**src/rtl/mvau_pkg.sv**
```systemverilog
// mvau_pkg: shared FSM state type and width helper for the MVAU stream scheduler
package mvau_pkg;

    typedef enum logic [1:0] {IDLE, FILL, REUSE} state_e;

    // Counter width that never collapses to zero bits for a fold count of 1
    function automatic int clog2_min1(input int v);
        return (v > 1) ? $clog2(v) : 1;
    endfunction

endpackage

```
**src/rtl/mvau_sched_pipe.sv**
```systemverilog
// mvau_sched_pipe: flag delay line advancing only on en
// Ports: clk, rst (sync, active-high), en (advance), d (flag in), q (oldest flag).
// The consumer's output-valid register is the final stage, so DEPTH-1 flops live here
// and q is the flag that leaves on the next en.
module mvau_sched_pipe #(
    parameter int DEPTH = 3
) (
    input  logic clk,
    input  logic rst,
    input  logic en,
    input  logic d,
    output logic q
);

    if (DEPTH == 1) begin : g_pass
        assign q = d;
    end else begin : g_line
        logic [DEPTH-2:0] sr_q;
        always_ff @(posedge clk) begin
            if (rst) begin
                sr_q <= '0;
            end else if (en) begin
                sr_q[0] <= d;
                for (int i = 1; i < DEPTH - 1; i++) sr_q[i] <= sr_q[i-1];
            end
        end
        assign q = sr_q[DEPTH-2];
    end

endmodule

```
**src/rtl/mvau_stream_scheduler.sv**
```systemverilog
// mvau_stream_scheduler: sequences input-buffer fill/reuse and weight addressing for an MVAU
// Ports: clk, rst (sync, active-high), en (run request), in_v/in_rdy (activation beats),
// out_v/out_rdy (results), ib_wen/ib_ren/ib_addr (input buffer), wgt_addr (weight tile),
// dp_en (datapath advance), acc_clr (accumulator clear, qualified by dp_en).
module mvau_stream_scheduler
    import mvau_pkg::*;
#(
    parameter int SF       = 8,
    parameter int NF       = 2,
    parameter int PIPE_LAT = 3,
    localparam int SF_T    = clog2_min1(SF),
    localparam int NF_T    = clog2_min1(NF),
    localparam int WA_T    = clog2_min1(SF * NF)
) (
    input  logic            clk,
    input  logic            rst,
    input  logic            en,
    input  logic            in_v,
    output logic            in_rdy,
    output logic            out_v,
    input  logic            out_rdy,
    output logic            ib_wen,
    output logic            ib_ren,
    output logic [SF_T-1:0] ib_addr,
    output logic [WA_T-1:0] wgt_addr,
    output logic            dp_en,
    output logic            acc_clr
);

    state_e          state_q, state_d;
    logic [SF_T-1:0] sf_q, sf_d;
    logic [NF_T-1:0] nf_q, nf_d;
    logic            out_v_q, out_v_d;
    logic            stall, step, sf_last, nf_last, flag_out;

    always_comb begin
        stall   = out_v_q & ~out_rdy;
        sf_last = sf_q == SF_T'(SF - 1);
        nf_last = nf_q == NF_T'(NF - 1);
        step    = ~rst & ~stall & (((state_q == FILL) & in_v) | (state_q == REUSE));
        sf_d    = ~step ? sf_q : sf_last ? '0 : sf_q + 1'b1;
        nf_d    = ~(step & sf_last) ? nf_q : nf_last ? '0 : nf_q + 1'b1;
        state_d = state_q;
        if (state_q == IDLE)
            state_d = en ? FILL : IDLE;
        else if (step & sf_last)
            state_d = !nf_last ? REUSE : en ? FILL : IDLE;
        // A flag leaving the line on this step keeps out_v high even while a result is accepted
        out_v_d = (step & flag_out) | (out_v_q & ~out_rdy);
    end

    always_ff @(posedge clk) begin
        if (rst) begin
            state_q <= IDLE;
            sf_q    <= '0;
            nf_q    <= '0;
            out_v_q <= 1'b0;
        end else begin
            state_q <= state_d;
            sf_q    <= sf_d;
            nf_q    <= nf_d;
            out_v_q <= out_v_d;
        end
    end

    mvau_sched_pipe #(.DEPTH(PIPE_LAT)) u_pipe (
        .clk (clk),
        .rst (rst),
        .en  (step),
        .d   (sf_last),
        .q   (flag_out)
    );

    assign in_rdy   = ~rst & ~stall & (state_q == FILL);
    assign ib_wen   = step & (state_q == FILL);
    assign ib_ren   = step & (state_q == REUSE);
    assign dp_en    = step;
    assign acc_clr  = step & (sf_q == '0);
    assign out_v    = out_v_q;
    assign ib_addr  = sf_q;
    assign wgt_addr = WA_T'(nf_q) * WA_T'(SF) + WA_T'(sf_q);

endmodule

```
**config.mk**
```make
export PLATFORM = sky130hd
export DESIGN_NAME = mvau_stream_scheduler
export DESIGN_NICKNAME = d
export VERILOG_FILES = /design/src/rtl/mvau_pkg.sv /design/src/rtl/mvau_sched_pipe.sv /design/src/rtl/mvau_stream_scheduler.sv
export SDC_FILE = /design/constraint.sdc
export NUM_CORES = 1
export LEC_CHECK = 0
export CAP_MARGIN = 20
export CORE_AREA = 2 2 39 41
export CTS_BUF_LIST = sky130_fd_sc_hd__clkbuf_2 sky130_fd_sc_hd__clkbuf_4 sky130_fd_sc_hd__clkbuf_8
export CTS_CLUSTER_DIAMETER = 50
export DETAILED_ROUTE_END_ITERATION = 16
export DIE_AREA = 0 0 41 43
export GPL_TIMING_DRIVEN = 0
export HOLD_SLACK_MARGIN = 0.05
export PLACE_DENSITY = 0.71
export SYNTH_ARGS = -nofsm -noshare
export SYNTH_HDL_FRONTEND = slang
export SYNTH_SLANG_ARGS = --single-unit
export TNS_END_PERCENT = 30
```
**constraint.sdc**
```tcl
create_clock -name clk -period 2.4 [get_ports clk]
set_input_delay 0.72 -clock clk [delete_from_list [all_inputs] [get_ports clk]]
set_output_delay 0.72 -clock clk [all_outputs]
set_load 0.02 [all_outputs]
```
# ---- Yosys cells after proc, flatten, opt, wreduce, memory -nomap -nowiden
# Cells that the tools add are included.
dict set report totals {
  ff_bits 9
  in_bits 5
  out_inout_bits 13
  wordCells 35
}
dict set report op_classes {
  addsub 3
  n_eq_ne 3
  mux 6
  bitwise 15
  n_reduce_logical 3
}
# op count
set ops {}
lappend ops {{1-bit bitwise AND} 10}
lappend ops {{2-bit 2-to-1 mux} 3}
lappend ops {{4-bit by 3-bit adder with 4-bit output} 1}
lappend ops {{3-bit by 1-bit adder with 3-bit output (second input constant)} 1}
lappend ops {{3-bit == test (second input constant)} 1}
lappend ops {{3-bit zero test} 1}
lappend ops {{3-bit 2-to-1 mux} 1}
lappend ops {{1-bit inverter} 3}
lappend ops {{2-bit by 1-bit == test with 1-bit output (second input constant)} 1}
lappend ops {{2-bit == test (second input constant)} 1}
lappend ops {{2-bit zero test} 1}
lappend ops {{1-bit 2-to-1 mux} 2}
lappend ops {{1-bit bitwise OR} 2}
lappend ops {{2-bit nonzero test} 1}
lappend ops {{1-bit adder (second input constant)} 1}

# ---- Longest topological paths before layout
dict set report logic_depth {
  depth_word 8
  mapped_depth 6
  ltp_nobuf 6
}

# ---- Modules after synthesis
# A second synthesis with hierarchy kept.
dict set report hier_totals {
  cells_unflattened 56
  hier_area_um2 535.5
}
# module instances cells_per_inst area_each_um2 seq_area_each_um2
set modules_own_cells {}
lappend modules_own_cells {mvau_stream_scheduler 1 50 467.9 140.1}
lappend modules_own_cells {mvau_sched_pipe 1 6 67.6 40.0}

# ---- Least setup slack after synthesis
# No wires, ideal clock.
dict set report synth_path {
  kind {in2out}
  start {input out_rdy}
  end {output acc_clr}
  arrival_ns 1.759
  t_required_ns 1.680
  setup_slack_ns -0.079
  path_stages 3
  n_path_buf 0
  cell_sequence {and2b_4 -> a211oi_4 -> and3b_1}
}
dict set report synth_between {
  elab_chain_len 6
}
# element line
set synth_lines {}
lappend synth_lines {{start, declared} mvau_stream_scheduler.sv:21} ;# input logic out_rdy,
lappend synth_lines {{1-bit inverter} mvau_stream_scheduler.sv:37} ;# stall = out_v_q & ~out_rdy;
lappend synth_lines {{1-bit bitwise AND} mvau_stream_scheduler.sv:37}
lappend synth_lines {{1-bit inverter} mvau_stream_scheduler.sv:40} ;# step = ~rst & ~stall & (((state_q == FILL) & in_v) | (state_q == REUSE));
lappend synth_lines {{1-bit bitwise AND (2 in series)} mvau_stream_scheduler.sv:40}
lappend synth_lines {{via dp_en} mvau_stream_scheduler.sv:26} ;# output logic dp_en,
lappend synth_lines {{1-bit bitwise AND} mvau_stream_scheduler.sv:78} ;# assign acc_clr = step & (sf_q == '0);
lappend synth_lines {{end, declared} mvau_stream_scheduler.sv:27} ;# output logic acc_clr
# The timed path passes the listed nets, and every way through them passes these cells.

# ---- Worst setup path after layout
dict set report layout_path {
  start {input rst}
  end {output acc_clr}
}
dict set report layout_between {
  elab_chain_len 4
}
# element line
set layout_lines {}
lappend layout_lines {{start, declared} mvau_stream_scheduler.sv:16} ;# input logic rst,
lappend layout_lines {{1-bit inverter} mvau_stream_scheduler.sv:40}
lappend layout_lines {{1-bit bitwise AND (2 in series)} mvau_stream_scheduler.sv:40}
lappend layout_lines {{1-bit bitwise AND} mvau_stream_scheduler.sv:78}
# Every way passes these cells.

==> metrics.csv <==
metric,value,unit
drt_wl_total,1220,um
clk_pin_slew,0.06,ns
clk_latency,0.25,ns
p_switching,0.0000756,W
antenna_found_initial,0,
yosysSeqAreaShare,33.3,%
slowest_delay,0.32,ns
nets,95,
mostFrequentLayoutCell,buf_4,
worstSetupStartpointType,input port,
dp_hpwl,843,um
finalClockSkew,0.000577,ns
postPlaceCellArea,732,um2
dr_total_vias,508,
die-width,41,um
cts_max_level,1,
final_cell_mix,"buf_4, dfxtp_1, clkdlybuf4s50_1, nor2_1",
seq_power_share,47.8,%
peakVddDrop,376,uV
synth_area,541,um2
core,1380,um2
fmax,424,MHz
p_leak,0.356,nW
critPathCaptureType,output port,
holdCritPathClass,reg2reg,
ios,18,
synthCells,59,
dieArea,1760,um2
hold_violations,0,
ys_types,25,
cts_buffers,3,
status,finished clean,
clockBufferDepth,2,
io_buffers,17,
vias_per_cell,4.98,
required,1.68,ns
p_int,0.000252,W
slew_headroom,78.0,%
synthesis.nets,67,
die_h,43,um
gp_congestion,0.772,
rsz0062_at_grt,yes,
utilization,58.0,%
powerDensity,407,nW/um2
setup_viol,0,
grt_pass1_wl,2000,um
synth_seq_cells,9,
clkPwrFrac,37.8,%
path_class,in2out,
drive_above_1_share,36.0,%
cts-root-buf,clkbuf_4,
grt_pass1_vias,492,
grt_max_degree,11,
drc_errors,0,
max_cap_violations,0,
num_rows,14,
holdBufCountCts,0,
swShare,23.1,%
min_period,2.36,ns
design_area,803,um2
path_delay_family,buffers and inverters,
initial_core_util,39.1,%
yosysWarnings,0,
crit_buf_inv,2,
wl_per_cell,12.0,um
drt_first_pass_iters,4,
worst_pin_slew,0.329,ns
drtIter0Drc,1,
crit_fanout,5,
antenna_left,0,
p_comb_share,14.4,%
syn2layout_area_growth,48.6,%
diodes,0,
grt_usage,17.1,%
syn-mean-instance-area,9.16,um2
period_share,98.4,%
crit_chain,"dlygate4sd2_1, a211oi_4, and3b_2, buf_6",
arrival,1.64,ns
critPathSlowestCell,dlygate4sd2_1,
fin_hold_ws,0.501,ns
clock_sinks,9,
cts_tree,done,
grt-ovfl-total,0,
maxSlewViolCount,0,
## cells in the mapped netlist, drive strengths merged
library cell | n | area (um2)
nand2 | 4 | 15.0
a21oi | 2 | 10.0
ha | 3 | 37.5
nor3b | 2 | 15.0
o21bai | 1 | 7.51
dfxtp | 9 | 180
nand4 | 1 | 6.26
nand3b | 1 | 20.0
mux2i | 3 | 30.0
a221oi | 1 | 8.76
nor3 | 1 | 5.00
and3b | 2 | 17.5
inv | 4 | 15.0
o31ai | 2 | 15.0
a211oi | 2 | 27.5
nand2b | 2 | 20.0
xnor2 | 1 | 8.76
o21ai | 1 | 5.00
nor2b | 1 | 6.26
nor2 | 9 | 33.8
a31o | 1 | 8.76
buf | 5 | 37.5
and2b | 1 | 10.0
## cells by family (layout without fill, tap and decap cells)
family / Yosys count / in the layout / synth area share [%]
simple gates: 24 / 24 / 27.5
compound gates: 10 / 10 / 15.3
flops: 9 / 9 / 33.3
fa+ha+maj: 3 / 3 / 6.95
buf+inv: 9 / 36 / 9.72
xor+xnor: 1 / 1 / 1.62
mux: 3 / 3 / 5.56
## registers in the layout, indices dropped and copies added (netlist names)
register            flops
nf_last                 1
state_q                 2
ib_addr                 3
out_v                   1
u_pipe.g_line.sr_q      2
## worst min-delay path: stages, from the launching register on
cell and delay (ns):
dfxtp_1 0.32, mux2i_1 0.06, nor2_1 0.08
## layer usage
layer | part of all wire [%] | GRT usage (%)
met5 | 0 | 0
met4 | 1.2 | 8.00
met3 | 3.6 | 8.38
met2 | 54 | 27.8
met1 | 41 | 17.1
## power groups by stage
| stage | logic [W] | clock network [W] | registers (W) |
|---|---|---|---|
| 2_1_floorplan | 0.0000245 | 0 | 0.000160 |
| 3_3_place_gp | 0.0000449 | 0 | 0.000159 |
| 3_5_place_dp | 0.0000456 | 0 | 0.000159 |
| 4_1_cts | 0.0000457 | 0.000131 | 0.000156 |
| 5_1_grt | 0.0000507 | 0.000141 | 0.000157 |
| 6_report | 0.0000470 | 0.000124 | 0.000156 |
## final cells by class
cell class / count / area, um2
buffer: 5 / 37.5
clock buffer: 4 / 30.0
fill: 134 / 581
inverter: 4 / 15.0
multi-input combinational: 41 / 329
sequential: 9 / 180
tap: 16 / 20.0
timing repair buffer: 23 / 191
## final timing paths
kind | from | endpoint | slack [ns] | depth (start not counted)
worst max-delay path | rst | acc_clr | 0.04 | 4
worst min register to register | u_pipe.g_line.sr_q[1] | u_pipe.g_line.sr_q[1] | 0.50 | 2
worst min-delay path | u_pipe.g_line.sr_q[1] | u_pipe.g_line.sr_q[1] | 0.50 | 2
worst max register to register | state_q[1] | u_pipe.g_line.sr_q[1] | 0.84 | 6
## stage by stage
| step | std cells | worst slack [ns] | power, W | TNS [ns] |
|---|---|---|---|---|
| 2_1_floorplan | 59 | -0.0108 | 0.000184 | -0.0108 |
| 3_3_place_gp | 92 | -1.01 | 0.000204 | -3.86 |
| 3_5_place_dp | 92 | -1.04 | 0.000205 | -3.94 |
| 4_1_cts | 100 | 0.00399 | 0.000333 | 0 |
| 5_1_grt | 102 | -0.0122 | 0.000349 | -0.0122 |
| 6_report | 102 | 0.0395 | 0.000327 | 0 |
## timing repair
action / 4_1_cts / 5_1_grt
setup buffers: 4 / 2
pin swaps: 2 / 3
setup endpoints to repair: 5 / 3
gates resized for setup: 35 / 4
(Power assumes the default switching activity.)
==> variant 1: new RTL, config.mk and constraints unchanged <==
The parameter `NF` goes from 2 to 4.
--- a/src/rtl/mvau_stream_scheduler.sv
+++ b/src/rtl/mvau_stream_scheduler.sv
@@ -6,7 +6,7 @@
     import mvau_pkg::*;
 #(
     parameter int SF       = 8,
-    parameter int NF       = 2,
+    parameter int NF       = 4,
     parameter int PIPE_LAT = 3,
     localparam int SF_T    = clog2_min1(SF),
     localparam int NF_T    = clog2_min1(NF),
Ports: changed (resized wgt_addr); port bits go from 18 to 19. The function was not compared with the original's and may differ.
==> variant 1 against the unedited design <==
Clock skew increased by 0.0074 ns; first-iteration DRC count increased to 4.0 times the old value; routed wire length increased by 3.5%; power increased by 22%; sequential cell count increased by 1; synthesized area increased by 13%; count of clock-buffer cells in the layout unchanged; combinational power increased by 46%; sequential power increased by 12%; maximum frequency increased by 0.87%; worst setup slack improved by 0.020 ns; global-route usage increased by 0.89 points; clock power increased by 26%; cell area increased by 13%; critical endpoint is now ib_ren; largest cell class unchanged; highest routed layer unchanged.
==> variant 1: results (changes against the unedited design) <==
Layout cell share with drive strength beyond 1: 38.04% (was 36.05%)
Pre-CTS setup slack: -0.8016 ns (was -1.040 ns)
WL met1: 595 um (was 496 um)
Synth Area in Compound Gates: 16.53% (was 15.28%)
M2 GR Usage: 25.62% (was 27.81%)
Antenna violations before repair: 0 (unchanged)
Clock-net power: 0.156 mW (was 0.124 mW)
Worst path top cell family by delay: buffers and inverters (unchanged)
Postcts setup bufs: 5 (was 4)
DRT iter0 DRCs: 4 (was 1)
Net Sw Frac: 25.72% (was 23.11%)
Synth Net Count: 74 (was 67)
Mux share of post-synthesis cell area: 11.02% (was 5.556%)
Clock Pin Slew Worst Setup and Hold Paths: 0.08 ns (was 0.06 ns)
Post-DP HPWL: 859.5 um (was 843.4 um)
Largest net degree at the start of global routing: 11 (unchanged)
Max-slew headroom: 69.48% (was 78.05%)
Critical path fanouts, max: 6 (was 5)
H-tree depth: 1 (unchanged)
Status: finished clean (unchanged)
Synth top area cells: dfxtp_1, mux2_2, ha_1 (was dfxtp_1, buf_4, ha_1)
VDD IR-drop max: 0.3905 mV (was 0.3761 mV)
Area after DPL: 819.5 sq um (was 732.0 sq um)
CP max stage cell: clkdlybuf4s15_2 (was dlygate4sd2_1)
M3 GR Usage: 4.712% (was 8.377%)
Routed len/inst: 11.70 um (was 11.97 um)
Logic gate share of total power: 17.2% (was 14.4%)
First-pass GRT wire length: 2076 um (was 2001 um)
Post-Synth Adder-Cell Area: 8.163% (was 6.944%)
Leakage: 0.4072 nW (was 0.3561 nW)
Critical Path AT: 1.62 ns (was 1.64 ns)
Worst-Skew Late Latency: 0.27 ns (was 0.25 ns)
Met2 Wirelength: 588 um (was 664 um)
Final net count: 102 (was 95)
Final non-filler cell total: 108 (was 102)
Met1 track demand over resource: 22.62% (was 17.10%)
Count of different cell masters after synthesis: 29 (was 25)
Post-synth top cells: dfxtp_1, mux2_2, nor2_1, nor2b_1, inv_1 (was dfxtp_1, nor2_1, buf_4, inv_1, nand2_1)
Port Buf Inserts: 18 (was 17)
Combinational power: 0.0687 mW (was 0.0470 mW)
Met3 routed WL: 61 um (was 44 um)
Sequential fraction of the synthesis area: 32.65% (was 33.33%)
Resized cells post-CTS: 34 (was 35)
GP Congestion: 0.6617 (was 0.7721)
XOR/XNOR share of the synthesized area: 0% (was 1.620%)
GRT Total Usage: 17.98% (was 17.09%)
# fillers: 132 (was 134)
Hold Path Class: flip-flop to flip-flop (unchanged)
Vias post-DR: 550 (was 508)
Synthesized area per cell: 9.432 sq um (was 9.161 sq um)
Vias in the first global route: 490 (was 492)
Worst Skew: 0.008024 ns (was 0.0005774 ns)
Placed Instances: 99 (was 92)
Biggest cell delay along the critical path: 0.24 ns (was 0.32 ns)
Diodes inserted: 0 (unchanged)
DRT Pass-1 Iters: 2 (was 4)
-- variant 1: path summary, 6_finish.rpt --
path	from	endpoint	slack, ns	cells past startpoint
max	out_rdy	ib_ren	0.06	5
min	u_pipe.g_line.sr_q[0]$_SDFFE_PP0N_	u_pipe.g_line.sr_q[1]$_SDFFE_PP0N_	0.47	1
max reg2reg	state_q[1]$_SDFFE_PP0P_	nf_q[0]$_SDFFE_PP0P_	0.84	4
min reg2reg	u_pipe.g_line.sr_q[0]$_SDFFE_PP0N_	u_pipe.g_line.sr_q[1]$_SDFFE_PP0N_	0.47	1
-- variant 1: area by class of cell --
| class | count | area, sq um | area share (%) |
|---|---|---|---|
| Multi-Input combinational cell | 44 | 385.4 | 42.54 |
| Sequential cell | 10 | 200.2 | 22.10 |
| Timing Repair Buffer | 23 | 198.9 | 21.96 |
| Buffer | 5 | 37.54 | 4.144 |
| Clock buffer | 4 | 36.28 | 4.006 |
| Inverter | 6 | 27.53 | 3.039 |
| Tap cell | 16 | 20.02 | 2.210 |
==> variant 2: new RTL, same flow settings <==
Without the edit above. Make the reset (`rst`) asynchronous in 2 clocked blocks.
--- a/src/rtl/mvau_sched_pipe.sv
+++ b/src/rtl/mvau_sched_pipe.sv
@@ -16,7 +16,7 @@
         assign q = d;
     end else begin : g_line
         logic [DEPTH-2:0] sr_q;
-        always_ff @(posedge clk) begin
+        always_ff @(posedge clk or posedge rst) begin
             if (rst) begin
                 sr_q <= '0;
             end else if (en) begin
--- a/src/rtl/mvau_stream_scheduler.sv
+++ b/src/rtl/mvau_stream_scheduler.sv
@@ -49,7 +49,7 @@
         out_v_d = (step & flag_out) | (out_v_q & ~out_rdy);
     end
 
-    always_ff @(posedge clk) begin
+    always_ff @(posedge clk or posedge rst) begin
         if (rst) begin
             state_q <= IDLE;
             sf_q    <= '0;
Behaviour: differs if rst is asserted again (counterexample within 4 cycles, from zero or initial values and one cycle with rst high); with rst held inactive, the same outputs for 10 cycles.
==> variant 2 against the unedited design <==
Sequential cell count unchanged; final cell count down 13%; synthesized area down 8.6%; sequential share of layout area up 6.9 points; cell area down 4.5%; count of clock-buffer cells in the layout unchanged; worst hold slack worse by 0.044 ns; routed wire length down 18%; non-clock buffer count up 1; register-to-register slack worse by 0.17 ns; synthesized cell count down 24%; worst setup slack better by 0.039 ns; critical path type unchanged.
Power is left out: it rests on default switching activity, and per cell area and clock period it moved more than threefold.
==> variant 2: results (changes against the unedited design) <==
Final WL: 997 um (was 1221 um)
M2 GR Usage: 20.63% (was 27.81%)
Sequential fraction of the synthesis area: 45.57% (was 33.33%)
Largest net degree at the start of global routing: 10 (was 11)
Met3 routed WL: 79 um (was 44 um)
Met1 track demand over resource: 17.23% (was 17.10%)
M3 GR Usage: 3.665% (was 8.377%)
Count of different cell masters after synthesis: 24 (was 25)
Worst Skew: 0.001935 ns (was 0.0005774 ns)
WHS: 0.4569 ns (was 0.5007 ns)
Critical path fanouts, max: 4 (was 5)
Slew @ Worst Pin: 0.3439 ns (was 0.3289 ns)
Ys flop type: dfrtp_1 (was dfxtp_1)
Mux share of post-synthesis cell area: 8.101% (was 5.556%)
Antenna violations before repair: 0 (unchanged)
Status: finished clean (unchanged)
WL met1: 441 um (was 496 um)
Synth Net Count: 53 (was 67)
Hold Path Class: input pin to asynchronous set/reset pin (was flip-flop to flip-flop)
Final net count: 82 (was 95)
Vias post-DR: 402 (was 508)
Critical Path AT: 1.60 ns (was 1.64 ns)
GRT Total Usage: 14.17% (was 17.09%)
Post-DP HPWL: 651.3 um (was 843.4 um)
XOR/XNOR share of the synthesized area: 1.772% (was 1.620%)
Top Metal Used: met4 (unchanged)
GP Congestion: 0.6831 (was 0.7721)
Clock Pin Slew Worst Setup and Hold Paths: 0.06 ns (about the same)
R2R Setup Slk: 0.67 ns (was 0.84 ns)
Vias in the first global route: 406 (was 492)
Diodes inserted: 0 (unchanged)
Met2 Wirelength: 466 um (was 664 um)
Layout cell share with drive strength beyond 1: 39.73% (was 36.05%)
CP max stage cell: clkdlybuf4s15_2 (was dlygate4sd2_1)
Post-Synth Adder-Cell Area: 7.595% (was 6.944%)
Area after DPL: 690.7 sq um (was 732.0 sq um)
Placed Instances: 78 (was 92)
Post-synth top cells: dfrtp_1, inv_1, buf_4, ha_1 (was dfxtp_1, nor2_1, buf_4, inv_1, nand2_1)
Synth Area in Compound Gates: 10.63% (was 15.28%)
Ys async rst share: 100.0% (was 0%)
First-pass GRT wire length: 1649 um (was 2001 um)
Synth top area cells: dfrtp_1, ha_1, buf_4 (was dfxtp_1, buf_4, ha_1)
Largest register FFs: 3 (unchanged)
DRT Pass-1 Iters: 2 (was 4)
Final non-filler cell total: 89 (was 102)
Biggest cell delay along the critical path: 0.20 ns (was 0.32 ns)
Post-Syn Instances: 45 (was 59)
variant 2: stage by stage:
| step | TNS (ns) | setup slack (ns) |
|---|---|---|
| 6_report | 0 | 0.07893 |
| 5_1_grt | 0 | 0.02911 |
| 4_1_cts | 0 | 0.01605 |
| 3_5_place_dp | -3.072 | -0.9044 |
| 3_3_place_gp | -3.083 | -0.9051 |
| 2_1_floorplan | 0 | 0.07967 |
variant 2: timing repair:
| item | CTS | global route |
|---|---|---|
| setup buffers | 5 | 2 |
| hold buffers | 0 | 0 |
| pin swaps | 3 | 1 |
| gates resized for setup | 23 | 3 |
| setup endpoints to repair | 5 | 3 |
variant 2: path summary, 6_finish.rpt:
path	endpoint	cells past startpoint	start
worst min-delay path	state_q[1]$_DFFE_PP0P_	2	rst
max in group asynchronous	ib_addr[2]$_DFFE_PP0N_	2	rst
worst max register to register	state_q[0]$_DFFE_PP0P_	8	state_q[0]$_DFFE_PP0P_
min in group clk	out_v$_DFF_PP0_	1	u_pipe.g_line.sr_q[1]$_DFFE_PP0N_
worst max-delay path	acc_clr	6	out_rdy
worst min register to register	out_v$_DFF_PP0_	1	u_pipe.g_line.sr_q[1]$_DFFE_PP0N_
variant 2: final cells by class:
| type | count | area [sq um] |
|---|---|---|
| multi-input combinational | 26 | 222.7 |
| clock buffer | 4 | 30.03 |
| tap | 16 | 20.02 |
| buffer | 5 | 41.29 |
| timing repair buffer | 24 | 209.0 |
| sequential | 9 | 225.2 |
| fill | 134 | 616.8 |
| inverter | 5 | 18.77 |
variant 2: worst max-delay path, delay by kind of cell:
family / cells / cell delay [ns]
buf+inv: 3 / 0.46
simple gates: 2 / 0.22
compound gates: 1 / 0.20
